File: src/rtl/move_tick_ctrl.sv
// Snake-game move timer: run/pause/over FSM with a speed level that shortens the move period.
// Ports: clk, rst (sync, active-high); start/pause_req/game_over/eat are one-cycle input pulses;
//        move_tick is a registered one-cycle enable, level the speed level, state the FSM code.
module move_tick_ctrl #(
  parameter int unsigned BASE_PERIOD = 25_000_000,
  parameter int unsigned STEP        = 2_000_000,
  parameter int unsigned MIN_PERIOD  = 5_000_000,
  parameter int unsigned MAX_LEVEL   = 7
) (
  input  logic       clk,
  input  logic       rst,
  input  logic       start,
  input  logic       pause_req,
  input  logic       game_over,
  input  logic       eat,
  output logic       move_tick,
  output logic [2:0] level,
  output logic [1:0] state
);

  typedef enum logic [1:0] {
    IDLE  = 2'd0,
    RUN   = 2'd1,
    PAUSE = 2'd2,
    OVER  = 2'd3
  } state_e;

  localparam logic [31:0] BASE_W = BASE_PERIOD;
  localparam logic [31:0] STEP_W = STEP;
  localparam logic [31:0] MIN_W  = MIN_PERIOD;
  localparam logic [2:0]  MAX_LV = 3'(MAX_LEVEL);

  state_e      state_q;
  logic [31:0] counter_q;
  logic [2:0]  level_q;
  logic [1:0]  eat_q;
  logic        move_tick_q;

  logic [31:0] dec_d;
  logic [31:0] period_d;
  logic        tick_due_d;

  // Period from the registered level. The reduction is compared against the
  // base first so the subtraction can never wrap, then floored at MIN_PERIOD.
  always_comb begin
    dec_d = 32'(level_q) * STEP_W;
    if (dec_d >= BASE_W) begin
      period_d = MIN_W;
    end else if ((BASE_W - dec_d) < MIN_W) begin
      period_d = MIN_W;
    end else begin
      period_d = BASE_W - dec_d;
    end
  end

  // ">=" rather than "==" so a level-up that shrinks the period below the
  // current count still fires on the next RUN edge instead of wrapping.
  assign tick_due_d = (counter_q >= (period_d - 32'd1));

  always_ff @(posedge clk) begin
    if (rst) begin
      state_q     <= IDLE;
      counter_q   <= '0;
      level_q     <= '0;
      eat_q       <= '0;
      move_tick_q <= 1'b0;
    end else begin
      move_tick_q <= 1'b0;
      unique case (state_q)
        IDLE, OVER: begin
          counter_q <= '0;
          if (start) begin
            state_q   <= RUN;
            counter_q <= '0;
            level_q   <= '0;
            eat_q     <= '0;
          end
        end
        RUN: begin
          if (game_over) begin
            state_q   <= OVER;
            counter_q <= '0;
          end else begin
            // The timer advances on this edge even when pausing, so the
            // count carried into PAUSE already includes this RUN cycle.
            if (tick_due_d) begin
              counter_q   <= '0;
              move_tick_q <= 1'b1;
            end else begin
              counter_q <= counter_q + 32'd1;
            end
            if (pause_req) begin
              state_q <= PAUSE;
            end else if (eat) begin
              eat_q <= eat_q + 2'd1;
              if ((eat_q == 2'd3) && (level_q < MAX_LV)) begin
                level_q <= level_q + 3'd1;
              end
            end
          end
        end
        PAUSE: begin
          // Counter deliberately untouched so the period resumes where it stopped.
          if (game_over) begin
            state_q   <= OVER;
            counter_q <= '0;
          end else if (pause_req) begin
            state_q <= RUN;
          end
        end
        default: state_q <= IDLE;
      endcase
    end
  end

  assign move_tick = move_tick_q;
  assign level     = level_q;
  assign state     = state_q;

endmodule

File: config.mk
export PLATFORM = sky130hd
export DESIGN_NAME = move_tick_ctrl
export DESIGN_NICKNAME = d
export VERILOG_FILES = /design/src/rtl/move_tick_ctrl.sv
export SDC_FILE = /design/constraint.sdc
export NUM_CORES = 1
export LEC_CHECK = 0
export CAP_MARGIN = 20
export CORE_MARGIN = 3
export CORE_UTILIZATION = 52
export DETAILED_ROUTE_END_ITERATION = 10
export GPL_ROUTABILITY_DRIVEN = 0
export PLACE_DENSITY = 0.7
export SYNTH_ARGS = -nofsm -noshare
export SYNTH_HDL_FRONTEND = slang
export SYNTH_SLANG_ARGS = --single-unit
export TNS_END_PERCENT = 100
File: constraint.sdc
create_clock -name clk -period 6.33 [get_ports clk]
set_clock_uncertainty 0.1 [all_clocks]
set_input_delay 1.266 -clock clk [delete_from_list [all_inputs] [get_ports clk]]
set_output_delay 1.266 -clock clk [all_outputs]
set_load 0.005 [all_outputs]
# Word-level counts from Yosys, hierarchy flattened
# Cells that the tools add are included.
[word_totals] reg_bits=40 in_bits=6 output_inout_bits=6 wordCells=58
[op_classes] addsub=5 mul=1 order_cmp=3 n_eq_ne=12 muxes=23 n_bitwise=1 reduce_logical=8
[op_table] operator="$mux W32" count=4
[op_table] operator="$pmux W32 S3" count=1
[op_table] operator="$add A32 B1 Y32 const B" count=1
[op_table] operator="$ge A32 B32 Y1" count=1
[op_table] operator="$lt A32 B23 Y1 const B" count=1
[op_table] operator="$sub A32 B1 Y32 const B" count=1
[op_table] operator="$sub A25 B24 Y26 const A" count=1
[op_table] operator="$mux W2" count=9
[op_table] operator="$mul A3 B14 Y17 const B" count=1
[op_table] operator="$mux W3" count=5
[op_table] operator="$ne A2 B2 Y1 const B" count=6
[op_table] operator="$eq A2 B2 Y1 const B" count=3
[op_table] operator="$ne A3 B3 Y1 const B" count=2
[op_table] operator="$pmux W2 S3" count=1
[op_table] operator="$pmux W3 S2" count=1
[op_table] operator="$reduce_and A6 Y1" count=1
[op_table] operator="$reduce_and A5 Y1" count=1
[op_table] operator="$pmux W2 S2" count=1
[op_table] operator="$add A3 B1 Y3 const B" count=1
[op_table] operator="$lt A3 B3 Y1 const B" count=1
[op_table] operator="$reduce_and A3 Y1" count=1
[op_table] operator="$reduce_or A3 Y1" count=1
[op_table] operator="$add A2 B1 Y2 const B" count=1
[op_table] operator="$eq A2 B1 Y1 const B" count=1
[op_table] operator="other kinds (6)" count=6

# Logic depth before layout (Yosys ltp)
[depth] ltp_word=9 ltp_mapped=19 ltp_nobuf=17

# Worst setup path before layout
# OpenSTA, ideal clock, no wires.
[synth_timing] path_kind="register -> register" startpoint="register level_q[0], in the netlist level[0]" endpoint="register counter_q[6]" setup_ps=74 arrival_time_ps=5134 required_ps=6156 path_slack_ps=1022 path_stages_with_launch=20 n_path_buf=2 synth_period_minus_slack_ps=5308 path_cell_list="dfxtp_1 > clkbuf_1 > inv_1 > fa_1 > inv_1 > ha_1 > and3b_1 > a311o_1 > a21oi_1 > mux2i_1 > nor2b_1 > nor2_1 > ha_1 > a21o_1 > a21o_1 > a221o_1 > a2111o_1 > buf_2 > or3_1 > o21ai_0"
[synth_between] elab_chain_cells=9
[synth_lines] item="from (decl)" line="35" rtl="logic [2:0] level_q;"
[synth_lines] item="from (signal assigned)" line="97" rtl="level_q <= level_q + 3'd1;"
[synth_lines] item="$mul A3 B14 Y17 *" line="46" rtl="dec_d = 32'(level_q) * STEP_W;"
[synth_lines] item="$sub A25 B24 Y26 *" line="49, 52"
[synth_lines] item="$lt A32 B23 Y1" line="49" rtl="end else if ((BASE_W - dec_d) < MIN_W) begin"
[synth_lines] item="$mux W32 *" line="49"
[synth_lines] item="$sub A32 B1 Y32 *" line="58" rtl="assign tick_due_d = (counter_q >= (period_d - 32'd1));"
[synth_lines] item="$ge A32 B32 Y1 *" line="58"
[synth_lines] item="$mux W32 *" line="86" rtl="if (tick_due_d) begin"
[synth_lines] item="$mux W32 *" line="80" rtl="if (game_over) begin"
[synth_lines] item="$pmux W32 S3 *" line="69" rtl="unique case (state_q)"
[synth_lines] item="to (signal assigned)" line="90" rtl="counter_q <= counter_q + 32'd1;"
[synth_lines] item="to (decl)" line="34" rtl="logic [31:0] counter_q;"
# Mark *: on every way between the ends. The rest lies on a longest branch, timed or not.
# A chain may end at the register's enable or synchronous reset.

# Worst setup path after layout
[layout_timing] startpoint="register level_q[1], in the netlist level[1]" endpoint="register counter_q[9]"
# The elaborated chain is that of the path after synthesis.

==> reports/qor.txt <==
Status: complete, no violations
Async set-or-reset flop fraction in the synthesized netlist: 0
# DRC: 0
Initial core utilization: 0.547
Crit-path leading delay family: compound AO/OA/AOI/OAI gates
Post-Syn Nets: 430
Worst path slowest cell: a2111o_1
Number of I/O port buffers: 11
Hold Slack: 383 ps
Post-synth EDFFs: 0
# fillers: 512
Bufs and invs on worst path: 2
GR Overflow Total: 0
Cells after synthesis: 387
Startpoint types: flop
Initial antenna violation count: 0
H-tree level count: 2
Total iterations of the first detailed-routing run: 5
Vias per cell: 5.96
Root buf cell: clkbuf_8
Fmax achieved: 176 MHz
Hold buffers post-CTS: 0
Sw Ratio: 0.271
Post-CTS Resized: 0
Reg clk slew, reported paths: 90 ps
Fin area: 3360 sq um
Commonest non-fill, non-tap cell in the layout: dfxtp_1
CP Class: flop to flop
DP HPWL: 5.21 mm
Synth top area cells: dfxtp_1 26%, ha_1 14%, o21ai_0 5.3%
Pwr Density: 166 nW/um^2
Layout cells sized above 1: 0.0652
GRT Total Usage: 0.213
Final hold vios: 0
Worst-path cell chain: inv_1 -> fa_1 -> inv_1 -> ha_1 -> and3b_1 -> a311oi_2 -> xnor2_1 -> nand2_1 -> o41ai_1 -> ha_1 -> nand4_1 -> or4_1 -> a21oi_1 -> a2111o_1 -> o21ai_0 -> a21o_1
Vias in the first global route: 2472
Flops & latches, synth: 40
Clock power share: 0.392
Setup repair after global routing missed its margin: no
Chip Width: 82.6 microns
Synth top area share: 0.263
Rows: 27
Reg2reg path depth: 16
TritonCTS clock tree: built
Register area share after synthesis: 0.263
Register Area: 801 sq um
Worst endpoint required time: 6440 ps
Drt first-iter violations: 176
Die Area: 6820 sq um
Area Overhead vs Synth: 10.3%
Clock sink count: 40
Max Slew Vio Count: 0
Max Cap Viol: 0
Total Routed Length: 6.95 mm
Max VDD drop: 0.183 mV
CP endpoint kind: flop
Most frequent cells in the layout: 40 x dfxtp_1, 35 x ha_1, 32 x nand2_1, 32 x o21ai_0
Die Y: 82.6 microns
Postcts setup bufs: 0
DRT antenna net count: 0
Crit path DAT: 5800 ps
Path type of the worst min-delay path: flop to flop
Area leader, netlist: dfxtp_1
Top_reg_cell synth: dfxtp_1
Worst hold stages: 1
Vias: 2805
Total CTS buffers: 5
Ports: 12
Yosys cell types: 54
Core Region: 5570 sq um
Sequential Power Share: 0.468
Power Internal: 0.406 mW
Largest net degree at the start of global routing: 32
Max clock buf depth: 2
Slew headroom: 0.404
Comb power frac: 0.140
Area after DPL: 3250 sq um
Max stage delay on crit path: 790 ps
Lkg Pwr: 1.43 nW
Multi-input logic area: 2120 sq um
Worst Tran Pin Value: 894 ps
CP Depth: 16
Sw power: 0.151 mW
Setup TNS Final: 0 ps
Global-route wire length before repair: 11.4 mm
Period utilisation layout: 0.899
CP Max Fanout: 31
DR WL/cell: 14.8 microns
# setup viols final: 0
Period minus WS final: 5690 ps
# diodes: 0
Clock latency on the worst-skew pair: 300 ps
Cell Area, Synth: 3050 sq um
Mean Syn Cell Area: 7.88 sq um
Synth warn: 0
Nets@finish: 441
-- worst paths after layout --
| path | from | to | slack, ps |
|---|---|---|---|
| setup / recovery | level[1] | counter_q[9] | 640 |
| hold reg to reg | counter_q[26] | counter_q[26] | 380 |
| setup reg to reg | level[1] | counter_q[9] | 640 |
| hold / removal | counter_q[26] | counter_q[26] | 380 |
-- metal layers --
metal  GRT usage  up-vias  routed length, microns
met2       0.326       52                    3030
met4      0.0523        0                      92
met5           0        -                       0
li1            -     1424                       -
met1       0.308     1319                    3610
met3      0.0369       10                     217
-- Yosys cell counts, types with 2 or more instances --
| cell type | count |
|---|---|
| dfxtp_1 | 40 |
| ha_1 | 35 |
| nand2_1 | 32 |
| o21ai_0 | 32 |
| a21oi_1 | 30 |
| nor2_1 | 30 |
| inv_1 | 20 |
| a21o_1 | 15 |
| nor3_1 | 15 |
| and3_1 | 12 |
| nand3_1 | 11 |
| clkbuf_1 | 10 |
| nor4_1 | 9 |
| xnor2_1 | 9 |
| xor2_1 | 8 |
| or3_1 | 7 |
| nand2b_1 | 6 |
| nand4_1 | 5 |
| nor3b_1 | 5 |
| and2_1 | 4 |
| buf_2 | 4 |
| nor2b_1 | 4 |
| o2bb2ai_1 | 3 |
| a22o_1 | 2 |
| a31o_2 | 2 |
| a31oi_1 | 2 |
| fa_1 | 2 |
| o2111ai_1 | 2 |
| o21a_1 | 2 |
| o21ai_1 | 2 |
| o221ai_1 | 2 |
| or2_2 | 2 |
| or4_1 | 2 |
-- worst reg2reg max path, cell delays in order, from the launching register on --
cell      delay, ps
dfxtp_1         340
inv_1           100
fa_1            620
inv_1            70
ha_1            350
and3b_1         230
a311oi_2        330
xnor2_1         250
nand2_1         130
o41ai_1         680
ha_1            270
nand4_1         110
or4_1           530
a21oi_1         260
a2111o_1        790
o21ai_0         240
a21o_1          210
-- registers in the layout (all words and copies together) (netlist names) --
name       count
counter_q     32
level          3
eat_q          2
state          2
move_tick      1
-- layout make-up --
class / count / area share
flip-flops and latches: 40 / 0.238
multi-input cells: 313 / 0.630
clock buffers: 5 / 0.0205
well taps: 72 / 0.0268
inverters: 20 / 0.0223
repair buffers: 18 / 0.0484
clock inverters: 3 / 0.0138
-- metrics by stage --
| step | setup slack [ps] | utilization | instances | power, mW |
|---|---|---|---|---|
| after floorplan | 1020 | - | 387 | 0.320 |
| after global placement | 835 | 0.583 | 463 | 0.342 |
| after detailed placement | 696 | 0.583 | 463 | 0.343 |
| after CTS | 698 | 0.603 | 471 | 0.559 |
| after global routing | 239 | 0.603 | 471 | 0.579 |
| final | 638 | 0.603 | 471 | 0.557 |
-- power by group through the flow --
stage | registers, mW | logic, mW | clock network, mW
finish | 0.261 | 0.0780 | 0.218
global route | 0.262 | 0.0892 | 0.229
CTS | 0.261 | 0.0768 | 0.222
detailed placement | 0.267 | 0.0761 | 0
global placement | 0.267 | 0.0753 | 0
floorplan | 0.267 | 0.0538 | 0
-- cells by family after synthesis --
group | synth area share
AO/OA/AOI/OAI | 0.231
adder cells (fa/ha/maj) | 0.157
flip-flops | 0.263
XOR/XNOR | 0.0489
multiplexers | 0.00698
buffers and inverters | 0.0435
AND/OR/NAND/NOR | 0.250
(Power assumes the default switching activity.)
